$ cat src/rtl/uart_rx_core.sv
// uart_rx_core -- UART receiver with OVERSAMPLE-times oversampling.
//
// Samples the asynchronous rx line through a two-flop synchronizer and
// checks the start and stop bits. Each received byte goes into a
// valid/ready holding register.
//
// Optional feature macro: UART_RX_PARITY_EN. When it is defined, the
// receiver expects one even-parity bit after the data bits and drives
// the extra port parity_err.
//
// Ports:
//   clk          system clock, rising edge
//   rst          asynchronous active-high reset
//   rx           serial line, idle high, asynchronous to clk
//   rx_ready     consumer accepts rx_data while rx_valid=1
//   rx_data      received byte
//   rx_valid     rx_data holds an unconsumed byte
//   rx_busy      high whenever a frame is being received or a break is pending
//   frame_err    one-cycle pulse when the stop bit is sampled low
//   overrun_err  one-cycle pulse when a new byte overwrites an unconsumed one
//   parity_err   (UART_RX_PARITY_EN only) one-cycle pulse, aligned with the
//                rx_valid rise, when the parity check fails
//
// State table:
//   IDLE      | waiting for a falling edge on rx_s
//   START     | confirming the start bit at its centre
//   DATA      | sampling DATA_BITS payload bits at their centres
//   PARITY    | sampling the parity bit (UART_RX_PARITY_EN only)
//   STOP      | sampling the stop bit; deliver the byte or flag a frame error
//   WAIT_HIGH | line held low after a bad stop bit; wait for it to return high
module uart_rx_core #(
  parameter int CLK_FREQ   = 100_000_000,
  parameter int BAUD       = 9600,
  parameter int OVERSAMPLE = 16,
  parameter int DATA_BITS  = 8
) (
  input  logic                 clk,
  input  logic                 rst,
  input  logic                 rx,
  input  logic                 rx_ready,
  output logic [DATA_BITS-1:0] rx_data,
  output logic                 rx_valid,
  output logic                 rx_busy,
  output logic                 frame_err,
  output logic                 overrun_err
`ifdef UART_RX_PARITY_EN
  ,
  output logic                 parity_err
`endif
);

  localparam int DIV = CLK_FREQ / (BAUD * OVERSAMPLE);
  localparam int DW  = (DIV > 1) ? $clog2(DIV) : 1;
  localparam int SW  = $clog2(OVERSAMPLE);
  localparam int BW  = (DATA_BITS > 1) ? $clog2(DATA_BITS) : 1;

  localparam logic [DW-1:0] DLAST = DW'(DIV - 1);
  localparam logic [SW-1:0] MID   = SW'(OVERSAMPLE / 2 - 1);
  localparam logic [SW-1:0] SLAST = SW'(OVERSAMPLE - 1);
  localparam logic [BW-1:0] BLAST = BW'(DATA_BITS - 1);

  typedef enum logic [2:0] {
    IDLE, START, DATA, STOP, WAIT_HIGH
`ifdef UART_RX_PARITY_EN
    , PARITY
`endif
  } state_t;

  state_t               state, state_n;
  logic                 rx_meta, rx_s;
  logic [DW-1:0]        div_cnt;
  logic                 tick;
  logic [SW-1:0]        scnt, scnt_n;
  logic [BW-1:0]        bidx, bidx_n;
  logic [DATA_BITS-1:0] shreg, shreg_n;
  logic [DATA_BITS-1:0] data_n;
  logic                 valid_n, ferr_n, ovr_n, load;
`ifdef UART_RX_PARITY_EN
  logic                 par_bit, par_n, perr_n;
`endif

  // Two-flop synchronizer; resets to the idle (high) line level.
  always_ff @(posedge clk or posedge rst) begin
    if (rst) {rx_s, rx_meta} <= 2'b11;
    else     {rx_s, rx_meta} <= {rx_meta, rx};
  end

  // Free-running oversample tick. It is not realigned on a start edge, so
  // start detection has up to one tick of jitter.
  assign tick = (div_cnt == DLAST);

  always_ff @(posedge clk or posedge rst) begin
    if (rst)       div_cnt <= '0;
    else if (tick) div_cnt <= '0;
    else           div_cnt <= div_cnt + 1'b1;
  end

  always_ff @(posedge clk or posedge rst) begin
    if (rst) begin
      state       <= IDLE;
      scnt        <= '0;
      bidx        <= '0;
      shreg       <= '0;
      rx_data     <= '0;
      rx_valid    <= 1'b0;
      frame_err   <= 1'b0;
      overrun_err <= 1'b0;
`ifdef UART_RX_PARITY_EN
      par_bit     <= 1'b0;
      parity_err  <= 1'b0;
`endif
    end else begin
      state       <= state_n;
      scnt        <= scnt_n;
      bidx        <= bidx_n;
      shreg       <= shreg_n;
      rx_data     <= data_n;
      rx_valid    <= valid_n;
      frame_err   <= ferr_n;
      overrun_err <= ovr_n;
`ifdef UART_RX_PARITY_EN
      par_bit     <= par_n;
      parity_err  <= perr_n;
`endif
    end
  end

  always_comb begin
    state_n = state;
    scnt_n  = scnt;
    bidx_n  = bidx;
    shreg_n = shreg;
    data_n  = rx_data;
    valid_n = rx_valid & ~rx_ready;
    ferr_n  = 1'b0;
    ovr_n   = 1'b0;
    load    = 1'b0;
`ifdef UART_RX_PARITY_EN
    par_n   = par_bit;
    perr_n  = 1'b0;
`endif

    case (state)
      IDLE: begin
        scnt_n = '0;
        if (!rx_s) state_n = START;
      end
      START: begin
        if (tick) begin
          if (scnt == MID) begin
            // Re-zeroing here puts every later sample at a bit centre.
            scnt_n  = '0;
            bidx_n  = '0;
            state_n = rx_s ? IDLE : DATA;
          end else begin
            scnt_n = scnt + 1'b1;
          end
        end
      end
      DATA: begin
        if (tick) begin
          if (scnt == SLAST) begin
            scnt_n  = '0;
            shreg_n = {rx_s, shreg[DATA_BITS-1:1]};
            bidx_n  = bidx + 1'b1;
            if (bidx == BLAST) begin
`ifdef UART_RX_PARITY_EN
              state_n = PARITY;
`else
              state_n = STOP;
`endif
            end
          end else begin
            scnt_n = scnt + 1'b1;
          end
        end
      end
`ifdef UART_RX_PARITY_EN
      PARITY: begin
        if (tick) begin
          if (scnt == SLAST) begin
            scnt_n  = '0;
            par_n   = rx_s;
            state_n = STOP;
          end else begin
            scnt_n = scnt + 1'b1;
          end
        end
      end
`endif
      STOP: begin
        if (tick) begin
          if (scnt == SLAST) begin
            scnt_n = '0;
            // Return at the stop-bit centre so the next start edge is not missed.
            if (rx_s) begin
              load    = 1'b1;
              state_n = IDLE;
            end else begin
              ferr_n  = 1'b1;
              state_n = WAIT_HIGH;
            end
          end else begin
            scnt_n = scnt + 1'b1;
          end
        end
      end
      WAIT_HIGH: begin
        // A held-low line (break) must not be read as repeated zero bytes.
        if (rx_s) state_n = IDLE;
      end
      default: state_n = IDLE;
    endcase

    if (load) begin
      data_n  = shreg;
      valid_n = 1'b1;
      ovr_n   = rx_valid & ~rx_ready;
`ifdef UART_RX_PARITY_EN
      perr_n  = (^shreg) ^ par_bit;
`endif
    end
  end

  assign rx_busy = (state != IDLE);

endmodule

$ cat config.mk
export PLATFORM = sky130hd
export DESIGN_NAME = uart_rx_core
export DESIGN_NICKNAME = d
export VERILOG_FILES = /design/src/rtl/uart_rx_core.sv
export SDC_FILE = /design/constraint.sdc
export NUM_CORES = 1
export LEC_CHECK = 0
export CELL_PAD_IN_SITES_DETAIL_PLACEMENT = 2
export CELL_PAD_IN_SITES_GLOBAL_PLACEMENT = 2
export CORE_UTILIZATION = 42
export DETAILED_ROUTE_END_ITERATION = 8
export GPL_TIMING_DRIVEN = 1
export PLACE_DENSITY_LB_ADDON = 0.1
export SLEW_MARGIN = 20
export SYNTH_ARGS = -nofsm -noshare
export SYNTH_HDL_FRONTEND = slang
export SYNTH_SLANG_ARGS = --single-unit
$ cat constraint.sdc
create_clock -name clk -period 4.9 [get_ports clk]
set_input_delay 0.98 -clock clk [delete_from_list [all_inputs] [get_ports clk]]
set_output_delay 0.98 -clock clk [all_outputs]
set_load 0.01 [all_outputs]
==> impl_metrics.toml <==
[status]
run_status = "finished clean"

[critical_path]
critical_path_launch_point_type = "flop"
cp_top_family = "buffers and inverters"
path_cells = "or3_1 > clkdlybuf4s50_1"
worstPathMaxFanout = 12
critical_path.n_buffers_inverters = 1
critPathSlowestCell = "sky130_fd_sc_hd__clkdlybuf4s50_1"
cp-end-kind = "output pin"
cp_slowest_stage_delay_ns = 0.51
required_time_of_the_worst_setup_path_ns = 3.92
crit_type = "flop to output pin"
critPathArrivalTime_ns = 1.77

[cells_and_area]
synthToLayoutAreaGrowth_pct = 13.8
finish.instance_area_sq_mm = 0.00222
layout.nets = 188
final-instance-count-excl-fill = 232
antennaDiodeCount = 0
drive_gt1_frac = 0.128

[run]
maxCapViolations = 0

[die]
die-height_um = 70.2
io_pins = 16
start_util = 0.443
design.core.area_sq_mm = 0.00441
design.die.area_sq_mm = 0.00493
die_width_um = 70.2
fp-row-count = 24

[detailed_routing]
detailedRoute.firstPassIterationCount = 4
dr.first_iter.drc_count = 50
drcViolationCount = 0
wl_per_cell_um = 17.7
dr_total_vias = 1296
finalWirelength_um = 4110
vias_per_cell = 5.59
route.antenna.remaining_nets = 0

[timing]
tightest_slew_ns = 0.656
timing.final.crit_share = 0.561
grt_setup_unrepaired = "no"
holdWs_ns = 0.368
timing.setup.tns_ns = 0
timing_max_transition_violations_final = 0
clock.fmax_ghz = 0.364
slew-limit-headroom = 0.562
finalHoldViolations = 0
setup_viol = 0
final_period_minus_worst_setup_slack_ns = 2.75
finalClockSkew_ns = 0.00381

[global_route]
grt_antenna_before_repair = 0
grt_overflow = 0
grt_start_max_net_pins = 42
first_pass_grt_wire_length_um = 7250
grt_pass1_vias = 1409
grt_use_total = 0.191

[synth]
ys.warnings.count = 0
avgSynthCellArea_sq_um = 12.0
synth_flop_cell = "sky130_fd_sc_hd__dfrtp_1"
ys_ff_latch = 41
post_synth_inst_count = 163
syn_nets = 172
synth.area.mux_share = 0.134
combinational_family_with_the_most_area_after_synthesis = "simple AND/OR/NAND/NOR gates"
synth-compound-area-share = 0.0454
synthDistinctLibCells = 43
number_of_enable_flip_flop_cells_after_synthesis = 0
syn-cell-area_sq_mm = 0.00196
synth.yosys.seq_area_share = 0.526
yosys.area_share.xor_xnor = 0.0403
synth-simple-area-share = 0.194
synth-adder-area-share = 0.0320
async_flop_share = 1.00

[power]
power_per_cell_area_mw_per_mm2 = 255
power.ir.vdd_worst_v = 0.000126
p_leak_nw = 1.06
combPwrFrac = 0.017
clock_power_share = 0.382
switching_share = 0.222
share_seq_of_total_power = 0.601
net_switching_power_uw = 126
finalPower_uw = 567
power_report.internal_total_uw = 441

[clock_tree]
tritoncts_num_sinks = 41
ctsResizeCount = 0
cts_buffer_depth = 2
numCtsBuffers = 5
worstSkewPairLatency_ns = 0.29
worst_setup_hold_path_clk_slew_ns = 0.08
htreeDepth = 2
cts.root.buffer_cell = "sky130_fd_sc_hd__clkbuf_8"
cts_tree = "built"
cts_hold_buffers_added = 0
postCtsSetupBuffers = 0

[placement]
port_buffers = 15
numPlacedInstances = 224
dpl.hpwl_um = 3010
placed_area_sq_mm = 0.00214
gp_congestion = 0.777

[worst_hold_path]
min_path_type = "flop to flop"
-- synth_stat cells, types with 3 or more instances --
cell type                  number  area, sq um
sky130_fd_sc_hd__mux2_4         8          120
sky130_fd_sc_hd__xor2_1         4         35.0
sky130_fd_sc_hd__mux2i_1        4         40.0
sky130_fd_sc_hd__mux2_1         9          101
sky130_fd_sc_hd__nand2_1       12         45.0
sky130_fd_sc_hd__clkbuf_1       3         11.3
sky130_fd_sc_hd__a21oi_1        3         15.0
sky130_fd_sc_hd__xnor2_1        5         43.8
sky130_fd_sc_hd__inv_1          5         18.8
sky130_fd_sc_hd__nor2_1        13         48.8
sky130_fd_sc_hd__nand3_1        8         40.0
sky130_fd_sc_hd__and3_1         4         25.0
sky130_fd_sc_hd__ha_1           5         62.6
sky130_fd_sc_hd__nand2b_1       3         18.8
sky130_fd_sc_hd__dfrtp_1       39          976
-- cell usage in the layout, fill, tap and decap left out, types with 3 or more instances in the layout --
master,n
sky130_fd_sc_hd__mux2_4,8
sky130_fd_sc_hd__ha_1,5
sky130_fd_sc_hd__mux2i_1,4
sky130_fd_sc_hd__inv_1,5
sky130_fd_sc_hd__nand2_1,12
sky130_fd_sc_hd__and3_1,4
sky130_fd_sc_hd__nand2b_1,3
sky130_fd_sc_hd__a21oi_1,3
sky130_fd_sc_hd__nand3_1,8
sky130_fd_sc_hd__nor2_1,13
sky130_fd_sc_hd__xnor2_1,5
sky130_fd_sc_hd__xor2_1,4
sky130_fd_sc_hd__clkdlybuf4s50_1,15
sky130_fd_sc_hd__clkbuf_8,5
sky130_fd_sc_hd__mux2_1,9
sky130_fd_sc_hd__dfrtp_1,39
-- metrics by stage --
step,worst slack (ns),util
finish,2.15,0.504
global route,2.11,0.504
CTS,2.15,0.504
detailed placement,2.49,0.485
global placement,2.52,0.485
floorplan,2.97,-
-- sequential cells by signal, indices dropped and copies added (netlist names) --
register     flops
bidx             3
rx_valid         1
state            3
rx_data          8
scnt             4
frame_err        1
overrun_err      1
rx_meta          1
rx_s             1
shreg            8
div_cnt         10
-- per-layer routing --
metal,vias up,wire (um),GRT usage
met5,-,0,0
met4,0,63,0.0667
met3,6,86,0.0433
met2,17,2150,0.324
met1,675,1810,0.239
li1,598,-,-
-- power by group through the flow --
stage	registers [mW]	clock network [mW]	logic [mW]
after floorplan	0.346	0	0.00631
after global placement	0.347	0	0.00998
after detailed placement	0.348	0	0.0105
after CTS	0.341	0.227	0.0106
after global routing	0.341	0.237	0.0112
final	0.341	0.216	0.00977
-- logic make-up after synthesis --
| group | count (synthesis) |
|---|---|
| AND/OR/NAND/NOR | 62 |
| flip-flops | 41 |
| multiplexers | 21 |
| AO/OA/AOI/OAI | 13 |
| buffers and inverters | 12 |
| XOR/XNOR | 9 |
| adder cells (fa/ha/maj) | 5 |
-- cell type report --
class | count | area [sq um]
clock buffer | 6 | 72.6
clock inverter | 2 | 10.0
fill | 439 | 2190
inverter | 5 | 18.8
multi-input combinational | 110 | 872
sequential | 41 | 1030
tap | 52 | 65.1
timing repair buffer | 16 | 158
-- path summary, 6_finish.rpt --
check                                startpoint                      to  slack, ns  cells past startpoint
setup / recovery           state[1]$_DFFE_PP0P_                 rx_busy       2.15                      2
hold / removal                rx_meta$_DFF_PP1_          rx_s$_DFF_PP1_       0.37                      0
setup reg to reg           div_cnt[2]$_DFF_PP0_  rx_data[5]$_DFFE_PP0P_       2.92                      4
hold reg to reg               rx_meta$_DFF_PP1_          rx_s$_DFF_PP1_       0.37                      0
max in group asynchronous                   rst          rx_s$_DFF_PP1_       3.39                      3
min in group asynchronous                   rst    div_cnt[7]$_DFF_PP0_       1.14                      3
No activity file was read; power rests on OpenSTA's default activity.
